<file path="src/rtl/scan_decoder_if.sv">
// Bus between a controller and scan_decoder: decode select handshake,
// scan control, and the registered decode/scan outputs.
interface scan_decoder_if #(
  parameter int SEL_W = 3,
  parameter int PER_W = 8
);
  localparam int OUT_W = 2**SEL_W;

  logic             en;
  logic [1:0]       mode;
  logic [SEL_W-1:0] sel;
  logic             sel_valid;
  logic             sel_ready;
  logic             start;
  logic             abort;
  logic [PER_W-1:0] period;
  logic [OUT_W-1:0] d;
  logic             d_valid;
  logic             busy;
  logic             done;

  modport master (
    output en, mode, sel, sel_valid, start, abort, period,
    input  sel_ready, d, d_valid, busy, done
  );

  modport slave (
    input  en, mode, sel, sel_valid, start, abort, period,
    output sel_ready, d, d_valid, busy, done
  );
endinterface

</file>
<file path="src/rtl/scan_decoder.sv">
// One-hot / thermometer decoder with a timed walking-one scan mode.
// All outputs except sel_ready are registered.
//
// state  | meaning
// IDLE   | accepts sel decodes; mode 10 + start launches a scan
// SCAN   | walking one across d, each step held period+1 enabled cycles
// FINISH | one-cycle done pulse, d cleared, then back to IDLE
module scan_decoder #(
  parameter int SEL_W = 3,
  parameter int PER_W = 8
) (
  input logic          clk,
  input logic          rst_n,
  scan_decoder_if.slave bus
);
  localparam int OUT_W = 2**SEL_W;

  typedef enum logic [1:0] {IDLE, SCAN, FINISH} state_t;

  state_t           state, state_n;
  logic [OUT_W-1:0] d_q, d_n;
  logic             dv_q, dv_n;
  logic             busy_q, busy_n;
  logic             done_q, done_n;
  logic [PER_W-1:0] cnt, cnt_n;
  logic [PER_W-1:0] per_l, per_n;
  logic [SEL_W-1:0] step, step_n;
  logic [OUT_W-1:0] therm, onehot;
  logic             sel_ready;

  assign sel_ready     = (state == IDLE) && (bus.mode != 2'b10);
  assign bus.sel_ready = sel_ready;
  assign bus.d         = d_q;
  assign bus.d_valid   = dv_q;
  assign bus.busy      = busy_q;
  assign bus.done      = done_q;

  always_comb begin
    therm  = '0;
    onehot = '0;
    for (int i = 0; i < OUT_W; i++) therm[i] = (SEL_W'(i) <= bus.sel);
    onehot[bus.sel] = 1'b1;
  end

  always_comb begin
    state_n = state;
    d_n     = d_q;
    dv_n    = 1'b0;
    busy_n  = busy_q;
    done_n  = 1'b0;
    cnt_n   = cnt;
    per_n   = per_l;
    step_n  = step;
    if (bus.en) begin
      unique case (state)
        IDLE: begin
          if (bus.mode == 2'b10 && bus.start) begin
            state_n = SCAN;
            per_n   = bus.period;
            busy_n  = 1'b1;
            step_n  = '0;
            cnt_n   = '0;
            d_n     = OUT_W'(1);
          end else if (bus.sel_valid && sel_ready) begin
            d_n  = (bus.mode == 2'b01) ? therm : onehot;
            dv_n = 1'b1;
          end
        end
        SCAN: begin
          // abort wins over a coincident dwell expiry
          if (bus.abort) begin
            state_n = IDLE;
            d_n     = '0;
            busy_n  = 1'b0;
            cnt_n   = '0;
            step_n  = '0;
          end else if (cnt == per_l) begin
            cnt_n = '0;
            if (step == SEL_W'(OUT_W - 1)) begin
              state_n = FINISH;
              d_n     = '0;
              busy_n  = 1'b0;
              done_n  = 1'b1;
              step_n  = '0;
            end else begin
              step_n = step + SEL_W'(1);
              d_n    = d_q << 1;
            end
          end else begin
            cnt_n = cnt + PER_W'(1);
          end
        end
        FINISH: state_n = IDLE;
        default: state_n = IDLE;
      endcase
    end
  end

  always_ff @(posedge clk or negedge rst_n) begin
    if (!rst_n) begin
      state  <= IDLE;
      d_q    <= '0;
      dv_q   <= 1'b0;
      busy_q <= 1'b0;
      done_q <= 1'b0;
      cnt    <= '0;
      per_l  <= '0;
      step   <= '0;
    end else begin
      state  <= state_n;
      d_q    <= d_n;
      dv_q   <= dv_n;
      busy_q <= busy_n;
      done_q <= done_n;
      cnt    <= cnt_n;
      per_l  <= per_n;
      step   <= step_n;
    end
  end
endmodule
</file>
<file path="src/flat_wrapper.sv">
// flat-port wrapper written by rule: the top's interface ports become plain ports
module scan_decoder_flat 
#(
  parameter int SEL_W = 3,
  parameter int PER_W = 8
)
  (clk, rst_n, bus_en, bus_mode, bus_sel, bus_sel_valid, bus_start, bus_abort, bus_period, bus_sel_ready, bus_d, bus_d_valid, bus_busy, bus_done);
  scan_decoder_if #(.SEL_W(SEL_W), .PER_W(PER_W)) bus_i ();
  input logic clk;
  input logic rst_n;
  input wire logic [$bits(bus_i.en)-1:0] bus_en;
  input wire logic [$bits(bus_i.mode)-1:0] bus_mode;
  input wire logic [$bits(bus_i.sel)-1:0] bus_sel;
  input wire logic [$bits(bus_i.sel_valid)-1:0] bus_sel_valid;
  input wire logic [$bits(bus_i.start)-1:0] bus_start;
  input wire logic [$bits(bus_i.abort)-1:0] bus_abort;
  input wire logic [$bits(bus_i.period)-1:0] bus_period;
  output wire logic [$bits(bus_i.sel_ready)-1:0] bus_sel_ready;
  output wire logic [$bits(bus_i.d)-1:0] bus_d;
  output wire logic [$bits(bus_i.d_valid)-1:0] bus_d_valid;
  output wire logic [$bits(bus_i.busy)-1:0] bus_busy;
  output wire logic [$bits(bus_i.done)-1:0] bus_done;
  assign bus_i.en = bus_en;
  assign bus_i.mode = bus_mode;
  assign bus_i.sel = bus_sel;
  assign bus_i.sel_valid = bus_sel_valid;
  assign bus_i.start = bus_start;
  assign bus_i.abort = bus_abort;
  assign bus_i.period = bus_period;
  assign bus_sel_ready = bus_i.sel_ready;
  assign bus_d = bus_i.d;
  assign bus_d_valid = bus_i.d_valid;
  assign bus_busy = bus_i.busy;
  assign bus_done = bus_i.done;
  scan_decoder #(.SEL_W(SEL_W), .PER_W(PER_W)) u_core (.clk(clk), .rst_n(rst_n), .bus(bus_i));
endmodule
</file>
<file path="config.mk">
export PLATFORM = sky130hd
export DESIGN_NAME = scan_decoder_flat
export DESIGN_NICKNAME = d
export VERILOG_FILES = /design/src/rtl/scan_decoder_if.sv /design/src/rtl/scan_decoder.sv /design/src/flat_wrapper.sv
export SDC_FILE = /design/constraint.sdc
export NUM_CORES = 1
export LEC_CHECK = 0
export CAP_MARGIN = 5
export CORE_AREA = 2 2 59 61
export CTS_CLUSTER_SIZE = 24
export DETAILED_ROUTE_END_ITERATION = 16
export DIE_AREA = 0 0 61 63
export PLACE_DENSITY = 0.82
export SETUP_SLACK_MARGIN = 0.5
export SLEW_MARGIN = 10
export SYNTH_ARGS = -nofsm -noshare
export SYNTH_HDL_FRONTEND = slang
export SYNTH_SLANG_ARGS = --single-unit
</file>
<file path="constraint.sdc">
create_clock -name clk -period 2.4 [get_ports clk]
set_clock_uncertainty 0.05 [all_clocks]
set_input_delay 0.24 -clock clk [delete_from_list [all_inputs] [get_ports clk]]
set_output_delay 0.24 -clock clk [all_outputs]
set_load 0.01 [all_outputs]
</file>
; ---- Word level (Yosys, flattened, before mapping)
; Cells that the tools add are included.
[word_totals]
regBits = 32
input_bits = 19
output_inout_bits = 12
[classes]
n_addsub = 2
magnitude_cmp = 10
eq_ne = 10
muxes = 37
reduce_logical = 12
[ops]
columns = op, n
row1 = 2-to-1 mux 8 bit, 9
row2 = one-hot mux 8 bit (2 select lines), 2
row3 = 2-to-1 mux 1 bit, 14
row4 = "less-or-equal comparator 3 bit, first input constant", 4
row5 = 2-to-1 mux 3 bit, 4
row6 = AND reduction 4 bit, 3
row7 = "adder 8 x 1 -> 8 bit, second input constant", 1
row8 = == test 8 bit, 1
row9 = 2-to-1 mux 2 bit, 4
row10 = "less-or-equal comparator 1 x 3 -> 1 bit, first input constant", 2
row11 = "less-or-equal comparator 2 x 3 -> 1 bit, first input constant", 2
row12 = "inequality test 3 x 2 -> 1 bit, second input constant", 2
row13 = one-hot mux 3 bit (2 select lines), 1
row14 = AND reduction 3 bit, 2
row15 = AND reduction 5 bit, 1
row16 = "== test 2 x 1 -> 1 bit, second input constant", 2
row17 = logical AND 1 bit, 4
row18 = "< comparator 3 x 4 -> 1 bit, second input constant", 1
row19 = "inequality test 2 bit, second input constant", 2
row20 = one-hot mux 2 bit (2 select lines), 1
row21 = "adder 3 x 1 -> 3 bit, second input constant", 1
row22 = demux 1 bit (select 3 bit), 1
row23 = "== test 3 bit, second input constant", 1
row24 = ">= comparator 3 x 1 -> 1 bit, second input constant", 1
row25 = 5 further kinds, 5

; ---- Logic depth before layout (Yosys ltp)
; Gate-level depths: netlist (run 1).
[logic_depth]
ltp_word = 8
depth_mapped = 7
mapped_depth_nobuf = 6

; ---- Least setup slack after synthesis (run 1)
; Ideal clock, no wire load.
[synth_timing]
kind = register to register
startpoint = reg u_core.state[1]
endpoint = reg u_core.d_q[1], in the netlist u_core.bus.d[1]
setup_time_ns = 0.128
arrival_ns = 1.461
required_ns = 2.222
path_slack_ns = 0.761
stages_incl_launch_ff = 6
n_path_buf = 1
period_less_slack_ns = 1.639
cell_sequence = dfrtp_1 -> nand2b_2 -> or2_0 -> buf_2 -> o21ai_4 -> mux2_1
[synth_via]
elab_chain_cells = 5
[synth_rtl]
columns = item, line
row1 = "start, declared", scan_decoder.sv:20  ; state_t state, state_n;
row2 = "start signal, assigned", scan_decoder.sv:110  ; state <= state_n;
row3 = logical NOT 2 bit, "scan_decoder.sv:31, scan_decoder.sv:55"
row4 = logical AND 1 bit, scan_decoder.sv:31  ; assign sel_ready = (state == IDLE) && (bus.mode != 2'b10);
row5 = logical AND 1 bit, scan_decoder.sv:64  ; end else if (bus.sel_valid && sel_ready) begin
row6 = inequality test 3 bit (no source line), -
row7 = AND reduction 4 bit (no source line), -
row8 = "end signal, assigned", scan_decoder.sv:111  ; d_q <= d_n;
row9 = "end, declared", scan_decoder.sv:21  ; logic [OUT_W-1:0] d_q, d_n;
; Several ways; a longest one is shown, not always the timed one.
; A chain may end at the register's enable or synchronous reset.

; ---- Final worst setup path (run 1)
[layout_timing]
startpoint = reg u_core.state[1]
endpoint = reg u_core.d_q[2], in the netlist u_core.bus.d[2]
; The elaborated chain is that of the path after synthesis.

==> out/qor.csv, run 1 <==
stage,metric,value,unit
die,num_rows,21,
grt,antenna_found_initial,0,
cells_and_area,final_cell_area,2150,sq um
worst_setup_path,end_kind,register,
die,die_w,61,um
logic_synthesis,synth_fa_ha_area_share,2.17,%
place,post_dp_cell_area,2090,sq um
place,hpwlAfterDp,2.82,mm
logic_synthesis,yosysWarningCount,0,
worst_setup_path,r2r-start,u_core.state[1]$_DFFE_PN0P_,
grt,grt_pass1_wl,6.47,mm
status,status,completed,
logic_synthesis,synthDistinctLibCells,42,
sta,tightest_slew,0.511,ns
worst_setup_path,crit_chain,nand2b_2 -> or2_1 -> o21ai_4 -> mux2_1,
clock_tree,htreeDepth,2,
cells_and_area,syn2layout_area_growth,24.2,%
sta,whs,0.248,ns
grt,overflow,0,
drt,met1Wirelength,1.49,mm
die,fp.dieH,63,um
logic_synthesis,ys_seq_area_share,46.2,%
logic_synthesis,synth_seq_cells,32,
grt,grt.total_usage,22.1,%
worst_setup_path,slowest_delay,0.40,ns
logic_synthesis,yosys.area_share.simple,19.9,%
clock_tree,cts_num_sinks,32,
clock_tree,numCtsBuffers,5,
logic_synthesis,synth_edf_count,0,
sta,slew_violations,0,
cells_and_area,final_common_cell,dfrtp_1,
cells_and_area,register_area,802,sq um
cells_and_area,n_fill_cell,277,
worst_setup_path,cp.required,2.56,ns
drt,highest_layer,met4,
die,ios,31,
die,coreArea,3230,sq um
run,max_cap_viol_count,0,
logic_synthesis,syn_inst,169,
worst_setup_path,regToRegEndpoint,u_core.bus.d[2]$_DFFE_PN0P_,
worst_hold_path,hold_path_class,input port to async pin,
logic_synthesis,syn_area_per_cell,10.2,sq um
logic_synthesis,ys.flop_type,dfrtp_1,
clock_tree,clock_latency,0.33,ns
drt,drc_errors,0,
worst_setup_path,rr_worst_depth,4,
sta,rsz0062_at_grt,no,
sta,fmax,552,MHz
pwr,power.density,605,nW/um^2
logic_synthesis,synth_top_family_by_area,simple AND/OR/NAND/NOR gates,
worst_setup_path,cpLargestDelayFamily,simple AND/OR/NAND/NOR gates,
logic_synthesis,synthMuxAreaShare,10.3,%
drt,routed_wl,3.80,mm
grt,grt_pass1_vias,1460,
sta,slew-limit-headroom,65.5,%
pwr,p_leak,0.908,nW
sta,finalCritPeriodShare,75.5,%
cells_and_area,drive_gt1_share,12.7,%
worst_setup_path,criticalPathCategory,register to register,
worst_setup_path,startpoint,u_core.state[1]$_DFFE_PN0P_,
cells_and_area,nNetsFinal,226,
clock_tree,path_clk_slew,0.10,ns
clock_tree,cts_root_buf,clkbuf_4,
logic_synthesis,synth_fp_nets,191,
drt,dr.pass1.iters,4,
drt,detail_route.wl_per_cell,15.2,um
grt,grt_max_degree,33,
logic_synthesis,synth_compound_area_share,15.1,%
cells_and_area,mostFrequentLayoutCells,"dfrtp_1, clkdlybuf4s50_1, nand2_1, o21ai_0, nand3_1",
clock_tree,clockBufferDepth,2,
logic_synthesis,synthesis.area,1730,sq um
worst_setup_path,crit_arrival,1.97,ns
sta,finalCriticalPeriod,1.81,ns
sta,setup_violations,0,
logic_synthesis,synth_xor_area_share,4.05,%
sta,setup_tns,0,ns
die,initial_utilization,53.6,%
drt,vias,1466,
cells_and_area,multi_input_area,912,sq um
worst_setup_path,cp_slowest_cell,dfrtp_1,
die,dieArea,3840,sq um
clock_tree,post_cts_buffers,0,
worst_setup_path,path_buf_inv,0,
cells_and_area,num_antenna_cells,0,
worst_setup_path,ff2ff_setup_slack,0.59,ns
place,io_buffer_count,30,
sta,hold_violations,0,
drt,drtIter0Drc,130,
drt,ant_nets,0,
logic_synthesis,synth_async_sr_flop_share,100,%
worst_setup_path,path_max_fanout,8,
drt,vias_per_cell,5.86,
clock_tree,cts_tree,yes,
drt,route.met3.wl,223,um
place,gp_congestion,0.791,
drt,wl_met2,2.04,mm
worst_setup_path,startpoint_type,register,
pwr,ir_drop,0.000397,V
-- how the worst max path moves through the flow --
| stage | endpoint | slack (ns) | cells past startpoint |
|---|---|---|---|
| after floorplan | u_core.bus.d[1]$_DFFE_PN0P_ | 0.76 | 5 |
| after global placement | u_core.cnt[7]$_DFFE_PN0P_ | 0.35 | 6 |
| after detailed placement | u_core.cnt[7]$_DFFE_PN0P_ | 0.29 | 6 |
| after CTS | u_core.bus.d[2]$_DFFE_PN0P_ | 0.56 | 5 |
| after global routing | u_core.cnt[7]$_DFFE_PN0P_ | 0.53 | 5 |
| final | u_core.bus.d[2]$_DFFE_PN0P_ | 0.59 | 4 |
-- through the flow --
stage / std cells / util [%] / setup slack (ns) / power (mW)
after global placement: 243 / 64.5 / 0.345 / 1.01
after floorplan: 169 / - / 0.761 / 0.864
after global routing: 250 / 66.6 / 0.526 / 1.38
after CTS: 250 / 66.2 / 0.563 / 1.31
after detailed placement: 243 / 64.5 / 0.286 / 1.03
final: 250 / 66.6 / 0.588 / 1.30
-- cells in the mapped netlist, types with 3 or more instances --
cell type / instances / area (sq um)
nand4_1: 5 / 31.3
a22o_1: 4 / 35.0
o21ai_0: 13 / 65.1
dfrtp_1: 32 / 801
and3_1: 4 / 25.0
nand2_1: 19 / 71.3
inv_1: 3 / 11.3
and4_1: 3 / 26.3
o21ai_1: 4 / 20.0
nor3_1: 3 / 15.0
nor2_2: 3 / 18.8
xnor2_1: 8 / 70.1
nand3_1: 9 / 45.0
mux2_2: 8 / 90.1
nor2_1: 3 / 11.3
a211oi_1: 3 / 22.5
nand2b_1: 3 / 18.8
mux2_1: 7 / 78.8
ha_1: 3 / 37.5
a21oi_1: 4 / 20.0
-- flip-flops by register name (all words and copies together), names as in the netlist --
name and count:
u_core.bus.d 8, u_core.per_l 8, u_core.bus.done 1, u_core.bus.d_valid 1, u_core.state 2, u_core.step 3, u_core.bus.busy 1, u_core.cnt 8
-- routing by layer --
layer | global-route usage (%) | up-vias
li1 | - | 686
met1 | 25.6 | 720
met2 | 39.0 | 54
met3 | 6.63 | 6
met4 | 5.16 | 0
met5 | 0 | -
-- worst register-to-register path, cell delays in order, from the launching register on --
cell      delay (ns)
dfrtp_1         0.40
nand2b_2        0.23
or2_1           0.32
o21ai_4         0.32
mux2_1          0.36
-- logic make-up after synthesis --
logic type               after synthesis
AO/OA/AOI/OAI                         39
XOR/XNOR                               8
adder cells (fa/ha/maj)                3
buffers and inverters                  8
flip-flops                            32
multiplexers                          16
AND/OR/NAND/NOR                       63
-- area by class of cell --
type | count | share of cell area [%]
Sequential cell | 32 | 37.3
Tap cell | 46 | 2.68
Timing Repair Buffer | 33 | 15.0
Multi-Input combinational cell | 129 | 42.4
Clock inverter | 1 | 0.233
Inverter | 3 | 0.524
Clock buffer | 6 | 1.92
-- timing repair --
item | 4_1_cts | 5_1_grt
gates cloned | 0 | 0
gates resized for setup | 2 | 4
setup endpoints to repair | 2 | 8
hold buffers | 0 | 0
pin swaps | 0 | 1
-- where the power goes --
part	switching [mW]	internal, mW	leakage, nW	total (mW)
combinational	0.162	0.192	0.461	0.354
clock	0.168	0.108	0.0281	0.276
sequential	0.0591	0.614	0.419	0.673
No activity file was read; power rests on OpenSTA's default activity.
==> run 2, diff against run 1 <==
Settings changed: CORE_AREA 2 2 59 61 to 2 2 61 63, DIE_AREA 0 0 61 63 to 0 0 63 65, PLACE_DENSITY 0.82 to 0.77.
Clock period 2.4 ns to 1.8 ns, I/O delays scaled along.
==> run 2 against run 1 <==
Compared with the run above: maximum frequency is 4.5% higher; sequential power rose by 35%; critical path depth grew 3; global-route usage up 3.8 points.
==> out/qor.csv, run 2 (synthesis results as in run 1) <==
stage,metric,value,unit,change
cells_and_area,multi_input_area,1110,sq um,was 912 sq um
pwr,p_int,1.50,mW,was 913 uW
worst_setup_path,cp.required,2.02,ns,was 2.56 ns
drt,vias_per_cell,5.87,,was 5.86
pwr,power.total,2.14,mW,was 1.30 mW
clock_tree,path_clk_slew,0.11,ns,was 0.10 ns
drt,drc_errors,0,,unchanged
grt,grt_max_degree,33,,unchanged
pwr,ir_drop,0.000544,V,was 0.000397 V
sta,finalCritPeriodShare,96.3,%,was 75.5%
worst_setup_path,crit_arrival,1.95,ns,was 1.97 ns
sta,tightest_slew,0.433,ns,was 0.511 ns
clock_tree,cts_hold_buf,0,,unchanged
sta,hold_violations,0,,unchanged
clock_tree,cts_tree,yes,,unchanged
die,num_rows,22,,was 21
die,ios,31,,unchanged
worst_setup_path,criticalPathCategory,register to register,,unchanged
sta,whs,0.158,ns,was 0.248 ns
place,gp_congestion,0.849,,was 0.791
sta,rsz0062_at_grt,yes,,was no
clock_tree,cts_num_sinks,32,,unchanged
place,hpwlAfterDp,3.08,mm,was 2.82 mm
die,fp.dieH,65,um,was 63 um
grt,grt.total_usage,25.9,%,was 22.1%
pwr,pwr-share-comb,31.7,%,was 27.2%
pwr,power.density,767,nW/um^2,was 605 nW/um^2
cells_and_area,register_area,803,sq um,was 802 sq um
clock_tree,numCtsBuffers,5,,unchanged
cells_and_area,nNetsFinal,272,,was 226
clock_tree,cts_root_buf,clkbuf_4,,unchanged
sta,setup_violations,0,,unchanged
drt,ant_nets,0,,unchanged
cells_and_area,n_fill_cell,225,,was 277
cells_and_area,fin_util,79.7,%,was 66.6%
worst_setup_path,startpoint_type,register,,unchanged
die,die_w,63,um,was 61 um
grt,use_met2,46.8,%,was 39.0%
cells_and_area,num_antenna_cells,0,,unchanged
clock_tree,htreeDepth,2,,unchanged
drt,detail_route.wl_per_cell,17.8,um,was 15.2 um
grt,met3_usage,7.29,%,was 6.63%
status,status,completed,,unchanged
drt,dr.pass1.iters,5,,was 4
pwr,clkPwrFrac,25.8,%,was 21.2%
cells_and_area,final_common_cell,buf_4,,was dfrtp_1
sta,fmax,577,MHz,was 552 MHz
worst_setup_path,path_max_fanout,5,,was 8
grt,grt-busiest-layer,met2,,unchanged
place,io_buffer_count,30,,unchanged
grt,overflow,0,,unchanged
sta,finalCriticalPeriod,1.73,ns,was 1.81 ns
grt,use_met1,28.2,%,was 25.6%
cells_and_area,syn2layout_area_growth,60.8,%,was 24.2%
drt,drtIter0Drc,106,,was 130
grt,grt_pass1_wl,8.12,mm,was 6.47 mm
die,initial_utilization,49.5,%,was 53.6%
sta,slew_violations,0,,unchanged
cells_and_area,mostFrequentLayoutCells,"buf_4, dfrtp_1, nand2_1, clkdlybuf4s50_1, o21ai_0",,"was dfrtp_1, clkdlybuf4s50_1, nand2_1, o21ai_0, nand3_1"
worst_setup_path,end_kind,register,,unchanged
clock_tree,clockBufferDepth,2,,unchanged
sta,slew-limit-headroom,70.8,%,was 65.5%
grt,antenna_found_initial,0,,unchanged
worst_setup_path,r2r-start,u_core.state[1]$_DFFE_PN0P_,,unchanged
die,coreArea,3500,sq um,was 3230 sq um
pwr,p_seq_share,42.5,%,was 51.7%
pwr,p_sw,638,uW,was 389 uW
die,dieArea,4100,sq um,was 3840 sq um
run,max_cap_viol_count,0,,unchanged
pwr,swShare,29.9,%,about the same
worst_setup_path,startpoint,u_core.state[1]$_DFFE_PN0P_,,unchanged
drt,routed_wl,5.33,mm,was 3.80 mm
drt,vias,1754,,was 1466
worst_hold_path,hold_path_class,input port to async pin,,unchanged
grt,grt_pass1_vias,1764,,was 1460
cells_and_area,drive_gt1_share,45.8,%,was 12.7%
clock_tree,clock_latency,0.35,ns,was 0.33 ns
pwr,p_leak,1.29,nW,was 0.908 nW
-- run 2: changes by cell type in the layout (fill, tap and decap cells not counted), sizes merged --
cell | before | now
bufinv | 0 | 1
clkdlybuf4s50 | 29 | 16
dlygate4sd2 | 1 | 7
buf | 3 | 49
clkdlybuf4s15 | 0 | 5
clkbuf | 6 | 8
-- run 2: timing repair --
action                                  CTS  global route
gates cloned                              1             0
endpoints found under the hold margin     0             0
resized for setup                        41            35
endpoints found under the setup margin   42            42
setup buffers                            17            13
pin swaps                                13            11
-- run 2: layout make-up --
class                      count  share of cell area (%)
clock inverter                 2                    1.26
sequential                    32                    28.8
tap                           48                    2.16
clock buffer                   6                    1.48
inverter                       3                   0.494
multi-input combinational    129                    39.8
timing repair buffer          79                    25.9
-- run 2: per-layer routing --
metal	up-vias	wire (um)
met1	865	2060
met3	18	304
met5	-	0
met2	88	2800
met4	0	165
li1	783	-
-- run 2: final timing paths --
kind | cells after the start | endpoint | slack (ns)
worst max-delay path | 7 | u_core.cnt[4]$_DFFE_PN0P_ | 0.07
worst min-delay path | 2 | u_core.bus.d[2]$_DFFE_PN0P_ | 0.16
worst max register to register | 7 | u_core.cnt[4]$_DFFE_PN0P_ | 0.07
worst min register to register | 1 | u_core.bus.busy$_DFFE_PN0P_ | 0.48
max in group asynchronous | 2 | u_core.state[0]$_DFFE_PN0P_ | 1.22
min in group clk | 2 | u_core.per_l[7]$_DFFE_PN0P_ | 0.40
-- run 2: worst max-delay path, cell delays in order (launching register included) --
cell      delay (ns)
dfrtp_1         0.43
nand2b_4        0.17
or2_4           0.27
buf_12          0.14
a21oi_4         0.20
buf_6           0.14
nand2_4         0.07
o31ai_2         0.20
-- run 2: through the flow --
stage                     cell area [sq um]  setup TNS, ns  instances  setup WS, ns
after floorplan                        1800              0        169         0.201
after global placement                 2270         -0.925        260        -0.104
after detailed placement               2270          -1.51        260        -0.160
after CTS                              2590              0        286         0.135
after global routing                   2790       -0.00129        299      -0.00129
final                                  2790              0        299        0.0662
-- run 2: power groups by stage --
stage / combinational, mW / clock, mW / sequential (mW)
5_1_grt: 0.725 / 0.598 / 0.920
3_5_place_dp: 0.513 / 0 / 0.918
2_1_floorplan: 0.265 / 0 / 0.920
4_1_cts: 0.596 / 0.554 / 0.906
3_3_place_gp: 0.496 / 0 / 0.908
6_report: 0.678 / 0.551 / 0.907
==> run 3, diff against run 2 <==
Settings changed: CTS_CLUSTER_DIAMETER from default to 150.
==> results of run 3 <==
The final DEF is identical to that of run 2; final timing and power are the same.
